==> config.mk <==
export PLATFORM = sky130hd
export DESIGN_NAME = mtx_seq_ctrl
export DESIGN_NICKNAME = d
export VERILOG_FILES = /design/src/rtl/mtx_seq_ctrl.sv
export SDC_FILE = /design/constraint.sdc
export NUM_CORES = 1
export LEC_CHECK = 0
export ABC_CLOCK_PERIOD_IN_PS = 2530
export BUFFER_PORTS_ARGS = -buffer_cell sky130_fd_sc_hd__buf_2
export CORE_MARGIN = 1
export CORE_UTILIZATION = 45
export CTS_CLUSTER_SIZE = 28
export DETAILED_ROUTE_END_ITERATION = 8
export PLACE_DENSITY = 0.81
export SYNTH_ARGS = -nofsm -noshare
export SYNTH_HDL_FRONTEND = slang
export SYNTH_SLANG_ARGS = --single-unit
==> constraint.sdc <==
create_clock -name clk -period 2.53 [get_ports clk]
set_input_delay 0.253 -clock clk [delete_from_list [all_inputs] [get_ports clk]]
set_output_delay 0.253 -clock clk [all_outputs]
set_load 0.02 [all_outputs]
==> src/rtl/mtx_seq_ctrl.sv <==
// mtx_seq_ctrl: burst sequencer for the modulator TX path.
// Walks IDLE -> ARM -> SYNC (NSYNC phases) -> TX (NTX_SEGS segments),
// gating generator I/Q and driving the generator/hop resets and GPIO flags.
module mtx_seq_ctrl #(
    parameter int DATA_WIDTH     = 16,
    parameter int CNT_WIDTH      = 24,
    parameter int GPIO_REG_WIDTH = 12,
    parameter int NSYNC          = 4,
    parameter int SEG_LEN        = 8256,
    parameter int NTX_SEGS       = 16,
    parameter logic [7:0] SYNC_PATTERN  = 8'b0000_0110,
    parameter logic [7:0] BLANK_PATTERN = 8'b0000_0100,
    parameter int HOP_REL_PHASE  = 2,
    parameter int SRST_REL_PHASE = 3,
    parameter logic [GPIO_REG_WIDTH-1:0] SYNC_MASK = 12'h001,
    parameter logic [GPIO_REG_WIDTH-1:0] TX_MASK   = 12'h800,
    localparam int TSEG_W = $clog2(NTX_SEGS + 1)
) (
    input  logic                      clk,
    input  logic                      reset_n,
    input  logic                      start,
    input  logic                      abort,
    input  logic                      mode_cont,
    input  logic                      sig_ready,
    input  logic [DATA_WIDTH-1:0]     i_in,
    input  logic [DATA_WIDTH-1:0]     q_in,
    input  logic                      out_tready,
    output logic [DATA_WIDTH-1:0]     itx,
    output logic [DATA_WIDTH-1:0]     qtx,
    output logic                      tx_valid,
    output logic                      gen_srst,
    output logic                      hop_rst,
    output logic [GPIO_REG_WIDTH-1:0] gpio_out,
    output logic                      busy,
    output logic                      done,
    output logic [2:0]                phase_idx,
    output logic [TSEG_W-1:0]         tx_seg,
    output logic [CNT_WIDTH-1:0]      sample_cnt
);

    typedef enum logic [1:0] {ST_IDLE, ST_ARM, ST_SYNC, ST_TX} state_t;

    localparam logic [CNT_WIDTH-1:0] CNT_LAST   = CNT_WIDTH'(SEG_LEN - 1);
    localparam logic [2:0]           PHASE_LAST = 3'(NSYNC - 1);
    localparam logic [TSEG_W-1:0]    SEG_LAST   = TSEG_W'(NTX_SEGS - 1);
    localparam logic [2:0]           HOP_REL    = 3'(HOP_REL_PHASE);
    localparam logic [2:0]           SRST_REL   = 3'(SRST_REL_PHASE);

    state_t               state_q, state_d;
    logic [2:0]           phase_q, phase_d;
    logic [TSEG_W-1:0]    tx_seg_q, tx_seg_d;
    logic [CNT_WIDTH-1:0] cnt_q, cnt_d;
    logic                 mode_q, mode_d;
    logic                 done_q, done_d;
    logic                 seg_end;

    // A segment (or sync phase) ends on the beat that carries its last sample.
    assign seg_end = out_tready && (cnt_q == CNT_LAST);

    // State and counter registers; reset returns everything to an idle, cleared sequencer.
    always_ff @(posedge clk) begin
        if (!reset_n) begin
            state_q  <= ST_IDLE;
            phase_q  <= '0;
            tx_seg_q <= '0;
            cnt_q    <= '0;
            mode_q   <= 1'b0;
            done_q   <= 1'b0;
        end else begin
            state_q  <= state_d;
            phase_q  <= phase_d;
            tx_seg_q <= tx_seg_d;
            cnt_q    <= cnt_d;
            mode_q   <= mode_d;
            done_q   <= done_d;
        end
    end

    // Next-state and counter update; abort overrides every other transition.
    always_comb begin
        state_d  = state_q;
        phase_d  = phase_q;
        tx_seg_d = tx_seg_q;
        cnt_d    = cnt_q;
        mode_d   = mode_q;
        done_d   = 1'b0;
        unique case (state_q)
            ST_IDLE: begin
                if (start) begin
                    state_d = ST_ARM;
                    mode_d  = mode_cont;
                end
            end
            ST_ARM: begin
                if (sig_ready) begin
                    state_d = ST_SYNC;
                    phase_d = '0;
                    cnt_d   = '0;
                end
            end
            ST_SYNC: begin
                if (seg_end) begin
                    cnt_d = '0;
                    if (phase_q == PHASE_LAST) begin
                        state_d  = ST_TX;
                        phase_d  = '0;
                        tx_seg_d = '0;
                    end else begin
                        phase_d = phase_q + 3'd1;
                    end
                end else if (out_tready) begin
                    cnt_d = cnt_q + 1'b1;
                end
            end
            ST_TX: begin
                if (seg_end) begin
                    cnt_d = '0;
                    if (tx_seg_q == SEG_LAST) begin
                        tx_seg_d = '0;
                        phase_d  = '0;
                        if (mode_q) begin
                            state_d = ST_SYNC;
                        end else begin
                            state_d = ST_IDLE;
                            done_d  = 1'b1;
                        end
                    end else begin
                        tx_seg_d = tx_seg_q + 1'b1;
                    end
                end else if (out_tready) begin
                    cnt_d = cnt_q + 1'b1;
                end
            end
            default: state_d = ST_IDLE;
        endcase
        if (abort) begin
            state_d  = ST_IDLE;
            phase_d  = '0;
            tx_seg_d = '0;
            cnt_d    = '0;
            done_d   = 1'b0;
        end
    end

    // Output decode from the registered state; I/Q gating is combinational.
    always_comb begin
        tx_valid = 1'b0;
        gen_srst = 1'b1;
        hop_rst  = 1'b1;
        gpio_out = '0;
        unique case (state_q)
            ST_SYNC: begin
                gpio_out = (SYNC_PATTERN[phase_q] ? SYNC_MASK : '0) |
                           (BLANK_PATTERN[phase_q] ? '0 : TX_MASK);
                tx_valid = ~BLANK_PATTERN[phase_q];
                hop_rst  = (phase_q < HOP_REL);
                gen_srst = (phase_q < SRST_REL);
            end
            ST_TX: begin
                gpio_out = TX_MASK;
                tx_valid = 1'b1;
                gen_srst = 1'b0;
                hop_rst  = 1'b0;
            end
            default: begin
                tx_valid = 1'b0;
            end
        endcase
        itx = tx_valid ? i_in : '0;
        qtx = tx_valid ? q_in : '0;
    end

    assign busy       = (state_q != ST_IDLE);
    assign done       = done_q;
    assign phase_idx  = phase_q;
    assign tx_seg     = tx_seg_q;
    assign sample_cnt = cnt_q;

endmodule
## Word level (Yosys, flattened, before mapping)

Memories as Yosys holds them, arrays and structs flattened. A register that Yosys moved wholly into a read port is not among the register bits.
Cells that the tools add are included.

- Multipliers: 0
- Eq/ne operators: 13
- Div/mod/pow operators: 0
- Bitwise operators: 6
- $lt $le $gt $ge: 3
- $add $sub $neg: 3
- Multiplexer cells: 38
- Reductions and logical operators: 14
- Shift operators: 0

Operators with widths:

| operator | number |
|---|---|
| 24-bit 2-to-1 mux | 3 |
| 24-bit case mux with 2 select lines | 1 |
| 16-bit 2-to-1 mux | 2 |
| 3-bit 2-to-1 mux | 9 |
| 24-bit by 1-bit adder with 24-bit output, second input constant | 1 |
| 24-bit by 14-bit == test with 1-bit output, second input constant | 1 |
| 12-bit case mux with 2 select lines | 1 |
| 5-bit 2-to-1 mux | 4 |
| 2-bit 2-to-1 mux | 7 |
| 12-bit 2-to-1 mux | 1 |
| 2-bit inequality test, second input constant | 6 |
| 1-bit by 12-bit OR with 12-bit output | 1 |
| 5-bit case mux with 2 select lines | 1 |
| 3-bit case mux with 3 select lines | 1 |
| 2-bit case mux with 4 select lines | 1 |
| 3-bit by 2-bit < comparator with 1-bit output, second input constant | 2 |
| 1-bit case mux with 2 select lines | 3 |
| 6-bit AND reduction | 1 |
| 2-bit nonzero test | 3 |
| 5-bit by 1-bit adder with 5-bit output, second input constant | 1 |
| 5-bit by 4-bit == test with 1-bit output, second input constant | 1 |
| 1-bit inverter | 5 |
| 5-bit AND reduction | 1 |
| 5-bit OR reduction | 1 |
| other kinds (14) | 19 |

- Bits in latches: 0
- Memory bits (read-only): 16
- Memories kept: 2
- RAM bits: 0
- Output and inout port bits: 81
- Register bits: 36

Memories:

| name | words | width | rd ports | clocked after Yosys merged registers in | write ports | RTL line | source |
|---|---|---|---|---|---|---|---|
| (name not given) | 8 | 1 | 1 | 1 | 0 | 155 | `tx_valid = ~BLANK_PATTERN[phase_q];` |
| (name not given) | 8 | 1 | 1 | 1 | 0 | 153 | `gpio_out = (SYNC_PATTERN[phase_q] ? SYNC_MASK : '0) \|` |

## Longest topological paths before layout

- Word-level depth: 6
- Mapped depth: 7

## Worst setup path before layout

Ideal clock, no wire load.

- Path kind: register -> register
- From: reg cnt_q[0] (netlist: sample_cnt[0])
- To: reg tx_seg_q[0] (netlist: tx_seg[0])
- Library setup time: 70 ps
- Path buffers: 0
- Path slack: 410 ps
- Data arrival time: 2,050 ps
- Stages on the path, launching flop included: 8
- Path through: dfxtp_1 -> ha_1 -> nor4bb_1 -> nand4_1 -> nor2_1 -> o211ai_1 -> or3_1 -> a21oi_1

- Word-level cells in the longest chain between the ends: 4
- Elaborated cells between the ends (all ways): 5
- Those cells by class: eq/ne (3); reduce/logical (2)

RTL lines:

| what | RTL line | source |
|---|---|---|
| start, declared | 52 | `logic [CNT_WIDTH-1:0] cnt_q, cnt_d;` |
| start signal, assigned | 73 | `cnt_q <= cnt_d;` |
| 24-bit by 14-bit == test with 1-bit output (*) | 58 | `assign seg_end = out_tready && (cnt_q == CNT_LAST);` |
| 1-bit logical AND (*) | 58 |  |
| 2-bit inequality test (no line) | -- |  |
| 4-bit AND reduction (no line) (*) | -- |  |
| end signal, assigned | 72 | `tx_seg_q <= tx_seg_d;` |
| end, declared | 51 | `logic [TSEG_W-1:0] tx_seg_q, tx_seg_d;` |

Every way passes the cells marked *; elsewhere a longest branch is shown, timed or not.
A chain may end at the register's enable or synchronous reset.

## Worst setup path in the final report

Ends and elaborated chain as after synthesis.

==> results.cfg <==
[global_route]
antenna_found_initial = 0
grt_pass1_wl_um = 9680
grt_overflow_total = 0
grt_usage = 0.238
grt_pass1_vias = 1935
grt_max_degree = 35

[power_and_ir_drop]
internal-power_mw = 0.827
p_total_mw = 1.08
p_clk_frac = 0.354
power_density_nw_per_um2 = 384
leakagePower_nw = 1.37
pwr-share-seq = 0.558
power_frac_comb = 0.089
power_switching_mw = 0.256
switching_share = 0.237
ir_drop_uv = 238

[cts]
cts-root-buf = clkbuf_8
clock_latency_ps = 280
tritoncts = done
cts_setup_buffers = 0
cts.sinks = 38
path_clk_slew_ps = 70
cts_made_buffers = 5
htreeDepth = 2
post_cts_resized = 0
cts-hold-fix-buffers = 0
clockBufferDepth = 2

[drt]
ant_nets = 0
avgViaCountPerCell = 5.24
drt-pass1-iter-count = 4
drt-total-wl_um = 6320
vias = 2297
drc = 0
drt_iter0_markers = 276
routedWlPerCell_um = 14.4

[sta]
drv_slew = 0
fin_ws_ps = 201
rsz0062_at_grt = false
hold_viol = 0
min_period_over_period = 0.920
skew_ps = 8.44
fmax_ghz = 0.429
post-route-min-period_ps = 2330
setup_violations = 0
final.setup.tns_ps = 0

[logic_synthesis]
synth_area_per_cell_um2 = 7.92
synthSimpleGateAreaFrac = 0.379
synth_cells = 276
async_flop_share = 0
ys_ff_latch = 38
synth_top_family_by_area = simple AND/OR/NAND/NOR gates
synth_area_leaders = dfxtp_1 (35%), and2_1 (10%), xor2_1 (6.4%), nor2_1 (6.4%), nand2_1 (5.3%)
synth_cell_types = 44
synthMuxAreaShare = 0
yosysWarnings = 0
synth_edf_count = 0
synth_adder_area_share = 0.0172
ys.flop_type = dfxtp_1
synth_compound_area_frac = 0.0899
synth_seq_area_share = 0.348
synthesis.area_um2 = 2180
synthDominantCellAreaShare = 0.348
yosysTopAreaCell = dfxtp_1
synth_xor_area_frac = 0.0962

[flow_run]
drv_cap = 0

[die]
fp.dieW_um = 71.7
ios = 120
die_y_um = 71.7
row_count = 24
dieArea_um2 = 5140
start_util = 0.485
core_um2 = 4500

[final_layout]
drive_gt1_frac = 0.326
fin_util = 0.627
synthToLayoutAreaGrowth_pct = 29.3
stdcell_area_um2 = 2820
nets = 428
fill_cells = 399
diodes = 0

[place]
port_buffers = 109
globalplace.congestion = 0.915
dpl.hpwl_um = 4830
post_dp_cell_area_um2 = 2740
dpl_worst_slack_ps = 175

[worst_setup_path]
crit_type = register to register
arrival_ps = 2550
end_kind = register
cp.required_ps = 2750
cp_max_fo = 9
worstSetupStartpointType = register
r2r_slack_ps = 200

[run_status]
status = finished clean

[min_path]
hp-class = input pin to register
final timing paths:
kind,cells past startpoint,end,from
worst max-delay path,8,tx_seg[0],sample_cnt[0]
worst max register to register,8,tx_seg[0],sample_cnt[0]
worst min register to register,2,tx_seg[4],tx_seg[4]
worst min-delay path,3,mode_q,mode_cont
cell type report:
type	count	area [um2]	share of cell area
Clock buffer	7	76.3	0.0270
Multi-Input combinational cell	221	1310	0.463
Sequential cell	38	761	0.269
Tap cell	52	65.1	0.0230
Inverter	4	15.0	0.00532
Timing Repair Buffer	116	598	0.212
synthesized netlist by cell type (4+ instances only):
master	count
nand4_1	9
nand2_1	31
nor4_1	6
and3_1	6
buf_4	13
clkbuf_1	6
nand3_1	9
a31oi_1	4
xor2_1	16
dfxtp_1	38
a21oi_1	5
xnor2_1	8
and2_1	35
nor2_1	37
inv_1	4
cells in the final DEF, fill, tap and decap left out, types with 8 or more instances in the layout:
cell / synthesis / routed
and2_1: 35 / 35
buf_2: 2 / 109
conb_1: 1 / 10
dfxtp_1: 38 / 38
nand2_1: 31 / 31
nand3_1: 9 / 9
nand4_1: 9 / 9
nor2_1: 37 / 37
xnor2_1: 8 / 8
xor2_1: 16 / 16
critical path, stage by stage, from the launching register on:
cell and delay (ps):
dfxtp_1 420, ha_1 250, nor4bb_1 330, nand4_1 240, nor2_1 280, o211ai_1 130, buf_4 180, or3_1 300
a21oi_1 130
registers in the layout, summed over array words and instances (netlist names), named ones only:
signal	count
sample_cnt	24
tx_seg	5
phase_idx	3
state_q	2
done	1
mode_q	1
kinds of logic (layout without fill, tap and decap cells):
family | count (synthesis) | in the layout
AO/OA/AOI/OAI | 27 | 27
XOR/XNOR | 24 | 24
adder cells (fa/ha/maj) | 3 | 3
buffers and inverters | 26 | 127
flip-flops | 38 | 38
other | 1 | 10
AND/OR/NAND/NOR | 157 | 157
power groups by stage:
stage | combinational [mW] | sequential [mW] | clock, mW
floorplan | 0.0667 | 0.615 | 0
global placement | 0.0926 | 0.618 | 0
detailed placement | 0.0945 | 0.618 | 0
CTS | 0.0949 | 0.604 | 0.387
global route | 0.105 | 0.604 | 0.424
finish | 0.0960 | 0.604 | 0.383
metal layers:
metal  wire (um)  up-vias  global-route usage
li1            -     1150                   -
met1        3110     1078               0.369
met2        2940       67               0.344
met3         241        2              0.0338
met4          27        0              0.0588
met5           0        -                   0
through the flow:
stage               hold WS, ps  instances
detailed placement          464        430
floorplan                   407        285
finish                      235        438
global route                253        438
global placement            472        430
CTS                         229        437
(Power assumes the default switching activity.)
